==> config.mk <==
export PLATFORM = sky130hd
export DESIGN_NAME = master_start_seq_flat
export DESIGN_NICKNAME = d
export VERILOG_FILES = /design/src/rtl/master_start_seq_if.sv /design/src/rtl/master_start_seq.sv /design/src/flat_wrapper.sv
export SDC_FILE = /design/constraint.sdc
export NUM_CORES = 2
export LEC_CHECK = 0
export ABC_AREA = 0
export CAP_MARGIN = 0
export CORE_MARGIN = 2
export CORE_UTILIZATION = 42
export CTS_CLUSTER_SIZE = 24
export DETAILED_ROUTE_END_ITERATION = 6
export GPL_ROUTABILITY_DRIVEN = 1
export PLACE_DENSITY = 0.56
export SLEW_MARGIN = 20
export SYNTH_ARGS = -nofsm -noshare
export SYNTH_HDL_FRONTEND = slang
export SYNTH_SLANG_ARGS = --single-unit
==> constraint.sdc <==
create_clock -name CLK -period 77.8 [get_ports CLK]
set_input_delay 7.78 -clock CLK [delete_from_list [all_inputs] [get_ports CLK]]
set_output_delay 7.78 -clock CLK [all_outputs]
set_load 0.005 [all_outputs]
==> src/rtl/master_start_seq_if.sv <==
// DDS programming bundle: frequency/step/rate data, four-phase REQ/ACK handshake and run strobe.
interface master_start_seq_if #(
  parameter int FW = 48,
  parameter int RW = 32
);
  logic [FW-1:0] DDS_FREQ;
  logic [FW-1:0] DDS_DFREQ;
  logic [RW-1:0] DDS_RATE;
  logic          DDS_REQ;
  logic          DDS_ACK;
  logic          DDS_START;

  modport master (output DDS_FREQ, DDS_DFREQ, DDS_RATE, DDS_REQ, DDS_START, input DDS_ACK);
  modport slave  (input DDS_FREQ, DDS_DFREQ, DDS_RATE, DDS_REQ, DDS_START, output DDS_ACK);
endinterface

==> src/rtl/master_start_seq.sv <==
// Radar master-start sequencer: second-aligned system time, queued timed burst commands,
// DDS programming handshake and blank/emit/blank/receive pulse train generation.
module master_start_seq #(
  parameter int TW    = 64,
  parameter int FW    = 48,
  parameter int RW    = 32,
  parameter int IW    = 32,
  parameter int NW    = 16,
  parameter int DEPTH = 8
) (
  input  logic                     CLK,
  input  logic                     RESET,
  input  logic                     T1HZ,
  input  logic                     TIME_ARM,
  input  logic [TW-1:0]            SYS_TIME_SET,
  input  logic                     CMD_WR,
  input  logic [TW-1:0]            CMD_TSTART,
  input  logic [NW-1:0]            CMD_N,
  input  logic                     CMD_MODE,
  input  logic [FW-1:0]            CMD_FREQ,
  input  logic [FW-1:0]            CMD_DFREQ,
  input  logic [RW-1:0]            CMD_RATE,
  input  logic [IW-1:0]            CMD_TB1,
  input  logic [IW-1:0]            CMD_TI,
  input  logic [IW-1:0]            CMD_TB2,
  input  logic [IW-1:0]            CMD_TP,
  input  logic                     ABORT,
  master_start_seq_if.master       dds,
  output logic                     EN_IZ,
  output logic                     EN_PR,
  output logic [TW-1:0]            TIME,
  output logic                     TIME_VALID,
  output logic [$clog2(DEPTH):0]   CMD_LEVEL,
  output logic                     CMD_FULL,
  output logic                     BUSY,
  output logic                     DONE,
  output logic                     LATE_ERR,
  output logic                     OVF
);
  localparam int AW = $clog2(DEPTH);
  localparam int LW = AW + 1;

  typedef enum logic [2:0] {IDLE, WAIT, LOAD, ACKW, BLANK1, IZL, BLANK2, PR} state_t;

  typedef struct packed {
    logic [TW-1:0] tstart;
    logic [NW-1:0] n;
    logic          mode;
    logic [FW-1:0] freq;
    logic [FW-1:0] dfreq;
    logic [RW-1:0] rate;
    logic [IW-1:0] tb1;
    logic [IW-1:0] ti;
    logic [IW-1:0] tb2;
    logic [IW-1:0] tp;
  } cmd_t;

  state_t        state, state_next;
  logic [2:0]    t1_sync;
  logic          arm_d, sec_edge, arm_rise, kill;
  logic [TW-1:0] time_q;
  logic          time_valid;
  logic [LW-1:0] wr_ptr, rd_ptr, level;
  logic          full, empty, push, pop;
  cmd_t          mem [DEPTH];
  cmd_t          head, in_cmd;
  logic [TW-1:0] cur_tstart;
  logic [NW-1:0] cur_n, pulse_cnt;
  logic          cur_mode;
  logic [FW-1:0] cur_freq, cur_dfreq;
  logic [RW-1:0] cur_rate;
  logic [IW-1:0] cur_tb1, cur_ti, cur_tb2, cur_tp;
  logic [IW-1:0] iv_cnt, iv_load;
  logic          iv_zero, done_set, late_set;
  logic          dds_req, dds_start, en_iz, en_pr;

  assign sec_edge = t1_sync[1] & ~t1_sync[2];
  assign arm_rise = TIME_ARM & ~arm_d;
  // Losing time validity mid-burst tears the burst down like an abort, but keeps the queue.
  assign kill     = ABORT | (arm_rise & time_valid);

  always_ff @(posedge CLK) begin
    if (RESET) begin
      t1_sync    <= '0;
      arm_d      <= 1'b0;
      time_q     <= '0;
      time_valid <= 1'b0;
    end else begin
      t1_sync <= {t1_sync[1:0], T1HZ};
      arm_d   <= TIME_ARM;
      if (sec_edge && !time_valid) time_q <= SYS_TIME_SET;
      else                         time_q <= time_q + TW'(1);
      if (arm_rise)      time_valid <= 1'b0;
      else if (sec_edge) time_valid <= 1'b1;
    end
  end

  assign in_cmd = '{tstart: CMD_TSTART, n: CMD_N, mode: CMD_MODE, freq: CMD_FREQ,
                    dfreq: CMD_DFREQ, rate: CMD_RATE, tb1: CMD_TB1, ti: CMD_TI,
                    tb2: CMD_TB2, tp: CMD_TP};
  assign level  = wr_ptr - rd_ptr;
  assign full   = (level == LW'(DEPTH));
  assign empty  = (level == '0);
  assign push   = CMD_WR & ~full & ~ABORT;
  assign head   = mem[rd_ptr[AW-1:0]];

  always_ff @(posedge CLK) begin
    if (push) mem[wr_ptr[AW-1:0]] <= in_cmd;
  end

  always_ff @(posedge CLK) begin
    if (RESET) begin
      wr_ptr <= '0;
      rd_ptr <= '0;
      OVF    <= 1'b0;
    end else begin
      OVF <= CMD_WR & full & ~ABORT;
      if (ABORT) begin
        wr_ptr <= '0;
        rd_ptr <= '0;
      end else begin
        if (push) wr_ptr <= wr_ptr + LW'(1);
        if (pop)  rd_ptr <= rd_ptr + LW'(1);
      end
    end
  end

  always_ff @(posedge CLK) begin
    if (RESET) state <= IDLE;
    else       state <= state_next;
  end

  assign iv_zero = (iv_cnt == '0);

  always_comb begin
    state_next = state;
    pop        = 1'b0;
    done_set   = 1'b0;
    late_set   = 1'b0;
    case (state)
      IDLE:   if (time_valid && !empty) begin
                pop        = 1'b1;
                state_next = WAIT;
              end
      WAIT:   if (time_q == cur_tstart) begin
                if (pulse_cnt == '0) begin
                  done_set   = 1'b1;
                  state_next = IDLE;
                end else begin
                  state_next = LOAD;
                end
              end else if (time_q > cur_tstart) begin
                late_set   = 1'b1;
                state_next = IDLE;
              end
      LOAD:   if (dds.DDS_ACK)  state_next = ACKW;
      ACKW:   if (!dds.DDS_ACK) state_next = BLANK1;
      BLANK1: if (iv_zero) state_next = IZL;
      IZL:    if (iv_zero) state_next = BLANK2;
      BLANK2: if (iv_zero) state_next = PR;
      PR:     if (iv_zero) begin
                if (pulse_cnt > NW'(1)) begin
                  state_next = cur_mode ? BLANK1 : LOAD;
                end else begin
                  done_set   = 1'b1;
                  state_next = IDLE;
                end
              end
      default: state_next = IDLE;
    endcase
    if (kill) begin
      state_next = IDLE;
      pop        = 1'b0;
      done_set   = 1'b0;
      late_set   = 1'b0;
    end
  end

  // In coherent mode the DDS keeps running across pulses; only the first BLANK1 precedes the run.
  always_comb begin
    dds_req   = 1'b0;
    dds_start = 1'b0;
    en_iz     = 1'b0;
    en_pr     = 1'b0;
    case (state)
      LOAD:   dds_req   = 1'b1;
      BLANK1: dds_start = cur_mode & (pulse_cnt != cur_n);
      IZL:    begin
                dds_start = 1'b1;
                en_iz     = 1'b1;
              end
      BLANK2: dds_start = cur_mode & (pulse_cnt > NW'(1));
      PR:     begin
                dds_start = cur_mode & (pulse_cnt > NW'(1));
                en_pr     = 1'b1;
              end
      default: ;
    endcase
  end

  always_comb begin
    iv_load = '0;
    case (state_next)
      BLANK1:  iv_load = cur_tb1;
      IZL:     iv_load = cur_ti;
      BLANK2:  iv_load = cur_tb2;
      PR:      iv_load = cur_tp;
      default: ;
    endcase
  end

  always_ff @(posedge CLK) begin
    if (RESET) begin
      iv_cnt   <= '0;
      DONE     <= 1'b0;
      LATE_ERR <= 1'b0;
    end else begin
      DONE     <= done_set;
      LATE_ERR <= late_set;
      if (state_next != state) iv_cnt <= iv_load;
      else if (!iv_zero)       iv_cnt <= iv_cnt - IW'(1);
    end
  end

  always_ff @(posedge CLK) begin
    if (RESET) begin
      cur_tstart <= '0;
      cur_n      <= '0;
      pulse_cnt  <= '0;
      cur_mode   <= 1'b0;
      cur_freq   <= '0;
      cur_dfreq  <= '0;
      cur_rate   <= '0;
      cur_tb1    <= '0;
      cur_ti     <= '0;
      cur_tb2    <= '0;
      cur_tp     <= '0;
    end else if (pop) begin
      cur_tstart <= head.tstart;
      cur_n      <= head.n;
      pulse_cnt  <= head.n;
      cur_mode   <= head.mode;
      cur_freq   <= head.freq;
      cur_dfreq  <= head.dfreq;
      cur_rate   <= head.rate;
      cur_tb1    <= head.tb1;
      cur_ti     <= head.ti;
      cur_tb2    <= head.tb2;
      cur_tp     <= head.tp;
    end else if (state == PR && iv_zero) begin
      pulse_cnt <= pulse_cnt - NW'(1);
    end
  end

  assign dds.DDS_FREQ  = cur_freq;
  assign dds.DDS_DFREQ = cur_dfreq;
  assign dds.DDS_RATE  = cur_rate;
  assign dds.DDS_REQ   = dds_req;
  assign dds.DDS_START = dds_start;
  assign EN_IZ         = en_iz;
  assign EN_PR         = en_pr;
  assign TIME          = time_q;
  assign TIME_VALID    = time_valid;
  assign CMD_LEVEL     = level;
  assign CMD_FULL      = full;
  assign BUSY          = (state != IDLE);
endmodule

==> src/flat_wrapper.sv <==
// flat-port wrapper written by rule: the top's interface ports become plain ports
module master_start_seq_flat 
#(
  parameter int TW    = 64,
  parameter int FW    = 48,
  parameter int RW    = 32,
  parameter int IW    = 32,
  parameter int NW    = 16,
  parameter int DEPTH = 8
)
  (CLK, RESET, T1HZ, TIME_ARM, SYS_TIME_SET, CMD_WR, CMD_TSTART, CMD_N, CMD_MODE, CMD_FREQ, CMD_DFREQ, CMD_RATE, CMD_TB1, CMD_TI, CMD_TB2, CMD_TP, ABORT, EN_IZ, EN_PR, TIME, TIME_VALID, CMD_LEVEL, CMD_FULL, BUSY, DONE, LATE_ERR, OVF, dds_DDS_FREQ, dds_DDS_DFREQ, dds_DDS_RATE, dds_DDS_REQ, dds_DDS_START, dds_DDS_ACK);
  master_start_seq_if #(.FW(FW), .RW(RW)) dds_i ();
  input  logic CLK;
  input  logic RESET;
  input  logic T1HZ;
  input  logic TIME_ARM;
  input  logic [TW-1:0] SYS_TIME_SET;
  input  logic CMD_WR;
  input  logic [TW-1:0] CMD_TSTART;
  input  logic [NW-1:0] CMD_N;
  input  logic CMD_MODE;
  input  logic [FW-1:0] CMD_FREQ;
  input  logic [FW-1:0] CMD_DFREQ;
  input  logic [RW-1:0] CMD_RATE;
  input  logic [IW-1:0] CMD_TB1;
  input  logic [IW-1:0] CMD_TI;
  input  logic [IW-1:0] CMD_TB2;
  input  logic [IW-1:0] CMD_TP;
  input  logic ABORT;
  output logic EN_IZ;
  output logic EN_PR;
  output logic [TW-1:0] TIME;
  output logic TIME_VALID;
  output logic [$clog2(DEPTH):0] CMD_LEVEL;
  output logic CMD_FULL;
  output logic BUSY;
  output logic DONE;
  output logic LATE_ERR;
  output logic OVF;
  output wire logic [$bits(dds_i.DDS_FREQ)-1:0] dds_DDS_FREQ;
  output wire logic [$bits(dds_i.DDS_DFREQ)-1:0] dds_DDS_DFREQ;
  output wire logic [$bits(dds_i.DDS_RATE)-1:0] dds_DDS_RATE;
  output wire logic [$bits(dds_i.DDS_REQ)-1:0] dds_DDS_REQ;
  output wire logic [$bits(dds_i.DDS_START)-1:0] dds_DDS_START;
  input wire logic [$bits(dds_i.DDS_ACK)-1:0] dds_DDS_ACK;
  assign dds_DDS_FREQ = dds_i.DDS_FREQ;
  assign dds_DDS_DFREQ = dds_i.DDS_DFREQ;
  assign dds_DDS_RATE = dds_i.DDS_RATE;
  assign dds_DDS_REQ = dds_i.DDS_REQ;
  assign dds_DDS_START = dds_i.DDS_START;
  assign dds_i.DDS_ACK = dds_DDS_ACK;
  master_start_seq #(.TW(TW), .FW(FW), .RW(RW), .IW(IW), .NW(NW), .DEPTH(DEPTH)) u_core (.CLK(CLK), .RESET(RESET), .T1HZ(T1HZ), .TIME_ARM(TIME_ARM), .SYS_TIME_SET(SYS_TIME_SET), .CMD_WR(CMD_WR), .CMD_TSTART(CMD_TSTART), .CMD_N(CMD_N), .CMD_MODE(CMD_MODE), .CMD_FREQ(CMD_FREQ), .CMD_DFREQ(CMD_DFREQ), .CMD_RATE(CMD_RATE), .CMD_TB1(CMD_TB1), .CMD_TI(CMD_TI), .CMD_TB2(CMD_TB2), .CMD_TP(CMD_TP), .ABORT(ABORT), .dds(dds_i), .EN_IZ(EN_IZ), .EN_PR(EN_PR), .TIME(TIME), .TIME_VALID(TIME_VALID), .CMD_LEVEL(CMD_LEVEL), .CMD_FULL(CMD_FULL), .BUSY(BUSY), .DONE(DONE), .LATE_ERR(LATE_ERR), .OVF(OVF));
endmodule
* After elaboration in Yosys (flattened, before gate mapping) *
Memories as Yosys holds them, arrays and structs flattened. A register that Yosys moved wholly into a read port is not among the register bits.
Cells that the tools add are included.

word-level totals
  output and inout bits = 206
  memories kept = 1
  flip-flop bits (word level) = 468
  memory bits (writable) = 2,696
  word-level logic and storage cells = 115
  bits of input ports = 408

operators by class
  reductions and logical operators = 16
  $lt $le $gt $ge = 2
  bitwise gates (word level) = 15
  add/sub/neg operators = 6
  multiplexer cells = 37
  equality and inequality tests = 16

memory list
  memory      depth  bits a word  rd ports  clocked after Yosys merged registers in  wr ports  line                    RTL
  u_core.mem  8      337          1         1                                        1         master_start_seq.sv:65  cmd_t mem [DEPTH];

operators with widths
  kind                   count
  $pmux 32 s4            1
  $add 64x1->64 const B  1
  $eq 64x64->1           1
  $gt 64x64->1           1
  $mux 32                2
  $mux 64                1
  $mux 3                 14
  $logic_not 32->1       1
  $mux 16                2
  $sub 32x1->32 const B  1
  $eq 3x3->1 const B     8
  $pmux 3 s8             1
  $gt 16x1->1 const B    1
  $logic_not 16->1       1
  $ne 16x16->1           1
  $sub 16x1->16 const B  1
  $mux 1                 13
  $and 1x1->1            9
  $add 4x1->4 const B    2
  $reduce_or 2->1        4
  $eq 3x2->1 const B     2
  $not 1->1              5
  $eq 4x4->1 const B     1
  $logic_not 4->1        1
  14 further kinds       17

* Depth between registers and ports, before layout *
  word-level depth = 10
  depth in mapped cells = 14
  mapped depth without buffers = 11

* Worst setup path before layout *
OpenSTA, ideal clock, no wires.

  kind = input-to-reg
  start = input CMD_WR
  end = memory u_core.mem[1][0] (netlist bit), enable pin
  path buffers = 0
  data arrival time = 30.869 ns
  setup slack = 45.483 ns
  setup time = 1.448 ns
  data required time = 76.352 ns
  cell stages on the path = 4
  path through = o21ai_0 -> nor2_1 -> nand2_1 -> nor3_1

on the way
  word-level cells in the longest chain between the ends = 4

ends and longest elaborated chain
  element                       line                     RTL
  from (decl)                   flat_wrapper.sv:18       input logic CMD_WR;
  $and 1x1->1 (2 in a row)      master_start_seq.sv:104  assign push = CMD_WR & ~full & ~ABORT;
  $mux 1                        master_start_seq.sv:108  if (push) mem[wr_ptr[AW-1:0]] <= in_cmd;
  $mux 1 (not written as such)  master_start_seq.sv:108
  to (decl)                     master_start_seq.sv:65

No other way between the ends.

* Final worst setup path *
  start = input CMD_WR
  end = memory u_core.mem[2][113] (netlist bit), enable pin

The elaborated chain is that of the path after synthesis.

==> flow_summary.json <==
{
  "syn_inst": 6290,
  "regToRegStartpoint": "u_core.rd_ptr[1]",
  "ys_top_cells_by_area": "edfxtp_1 67%, mux4_2 13%, dfxtp_1 7.8%",
  "hpwl_um": 175000,
  "area.sequential_sq_um": 90400,
  "drt_iter0_drc": 4285,
  "crit_path_start_kind": "input pin",
  "die_w_um": 541,
  "syn_area_sq_um": 121000,
  "ctsRootBufferMaster": "clkbuf_16",
  "clk_latency_ns": 0.94,
  "reg2reg_slack_ns": 71.73,
  "nNetsFinal": 7475,
  "synth_edf_count": 2696,
  "cts.path.max_buffers": 4,
  "maxCapViolCount": 0,
  "cts-resized-gates": 0,
  "path_clk_slew_ns": 0.06,
  "clock_sinks": 3167,
  "postPlaceCellArea_sq_um": 132000,
  "startpoint": "CMD_WR",
  "synth.avg_cell_area_sq_um": 19.2,
  "grt_pass1_vias": 61798,
  "cts_buffers": 337,
  "boundaryPins": 614,
  "multiInputGateArea_sq_um": 29100,
  "synth_common_cells": "2696 x edfxtp_1, 674 x mux4_2, 483 x nor2_1",
  "critPathMaxFanout": 107,
  "wl_um": 291000,
  "finalSetupTns_ns": 0,
  "setup_viol": 0,
  "layout-drive-gt1-share": 0.177,
  "vias": 60413,
  "clock_skew_ns": 0.0563,
  "slew_viol_final": 0,
  "start_util": 0.421,
  "synth.largest_area_cell": "edfxtp_1",
  "hp-class": "register to register",
  "synth_ff_type": "edfxtp_1",
  "yosysSeqAreaShare": 0.747,
  "postSynth.asyncResetShare": 0,
  "io_buffers": 613,
  "status": "finished clean",
  "rows": 197,
  "antenna_found_initial": 88,
  "yosysUniqueCellTypes": 64,
  "max_freq_ghz": 0.0843,
  "gp_congestion": 0.800,
  "grt_pass1_wl_um": 427000,
  "rsz0062_at_grt": "false",
  "via_per_inst": 5.46,
  "worst_pin_slew_ns": 1.18,
  "timing.final.ws_setup_ns": 65.94,
  "synth_seq_cells": 3167,
  "pre_cts_slack_ns": 65.00,
  "endpoint_kind": "register",
  "critPathArrivalTime_ns": 12.37,
  "routedWlPerCell_um": 26.4,
  "stdcell_area_sq_um": 142000,
  "cts.htree.levels": 5,
  "power.density_nw_per_um2": 24.5,
  "core_area_sq_um": 287000,
  "fillers": 23550,
  "remaining_drc_errors": 0,
  "drtAntennaViolNets": 0,
  "crit_required_ns": 78.32,
  "p_leak_uw": 0.0431,
  "die-area_sq_um": 292000,
  "first_pass_iters": 5,
  "min-delay-start": "u_core.t1_sync[0]",
  "fin_crit_sh": 0.152,
  "groute.usage.overall": 0.197,
  "path_class": "input pin to register",
  "grt_overflow_total": 0,
  "period_minus_slack_ns": 11.86,
  "syn_nets": 6773,
  "synth_top_area_share": 0.669,
  "grt_max_degree": 170,
  "synth.yosys.warnings": 0,
  "slew_headroom": 0.215,
  "vdd_drop_max_v": 0.0000180,
  "cts_hold_buf": 0,
  "finish.utilization": 0.495,
  "synth.most_common_cell": "edfxtp_1",
  "hold_viol": 0,
  "die_h_um": 541,
  "postCtsSetupBuffers": 0,
  "synthToLayoutAreaGrowth_pct": 17.6,
  "cts_tree": "built"
}
==> power breakdown <==
group          internal [uW]  total, uW  switching (uW)  leakage (uW)
clock network            876       1530             658       0.00517
registers               1850       1860            6.39        0.0282
logic                   39.4       93.3            53.9       0.00981
==> state kept, by name (all words and copies together), names as in the netlist, 16 cells and up, named ones only <==
signal                cells
u_core.mem             2696
u_core.TIME              64
u_core.cur_tstart        64
u_core.dds.DDS_DFREQ     48
u_core.dds.DDS_FREQ      48
u_core.cur_tb1           32
u_core.cur_tb2           32
u_core.cur_ti            32
u_core.cur_tp            32
u_core.dds.DDS_RATE      32
u_core.iv_cnt            32
u_core.cur_n             16
u_core.pulse_cnt         16
==> stage by stage <==
| stage | hold WS [ns] | total power, uW | cells |
|---|---|---|---|
| after floorplan | 0.414 | 1930 | 6290 |
| after global placement | 0.426 | 1990 | 10434 |
| after detailed placement | 0.437 | 1990 | 10434 |
| after CTS | 0.446 | 3530 | 11042 |
| after global routing | 0.459 | 3600 | 11049 |
| final | 0.444 | 3490 | 11055 |
==> worst paths after layout <==
kind                             end  depth (start not counted)
hold / removal     u_core.t1_sync[1]                          1
hold reg to reg    u_core.t1_sync[1]                          1
setup reg to reg  u_core.mem[2][113]                         14
setup / recovery  u_core.mem[2][113]                          9
==> area by class of cell <==
class | instances | area share
Sequential cell | 3167 | 0.635
Multi-Input combinational cell | 2679 | 0.204
Clock buffer | 441 | 0.0639
Timing Repair Buffer | 725 | 0.0500
Tap cell | 3781 | 0.0332
Clock inverter | 167 | 0.0108
Inverter | 82 | 0.00216
Antenna cell | 13 | 0.000229
==> placed cells by master (no fill, tap or decap), types with 25 or more instances in the layout <==
cell and count:
a211oi_1 380, a21oi_1 48, and2_1 25, buf_4 101
clkbuf_1 81, clkbuf_16 340, clkdlybuf4s50_1 612, clkinv_1 69
clkinv_2 47, dfxtp_1 468, edfxtp_1 2696, ha_1 74
inv_1 82, mux2i_1 367, mux4_2 674, nand2_1 101
nand3_1 79, nand4_1 35, nor2_1 476, o211ai_1 25
o21ai_0 52, xnor2_1 35, xor2_1 91
==> layer usage <==
layer	routed length [um]	global-route usage
met3	14900	0.0370
met5	566	0
met1	130000	0.275
met2	139000	0.316
met4	7600	0.0564
==> worst max-delay path: stages <==
cell and delay, ns:
clkdlybuf4s50_1 0.48, o21ai_0 0.18, nor2_1 0.23, nand2_1 0.26, nor2_4 0.13, buf_4 0.67
buf_4 0.88, buf_12 0.61, buf_4 0.81
==> logic make-up (layout without fill, tap and decap cells) <==
| kind of cell | after synthesis | count (layout) | synth area share |
|---|---|---|---|
| compound gates | 571 | 571 | 0.0336 |
| xor+xnor | 126 | 126 | 0.00912 |
| fa+ha+maj | 75 | 75 | 0.00782 |
| buf+inv | 444 | 1415 | 0.0139 |
| flops | 3167 | 3167 | 0.747 |
| mux | 1042 | 1042 | 0.156 |
| other cells | 0 | 13 | 0 |
| simple gates | 865 | 865 | 0.0329 |
No activity file was read; power rests on OpenSTA's default activity.
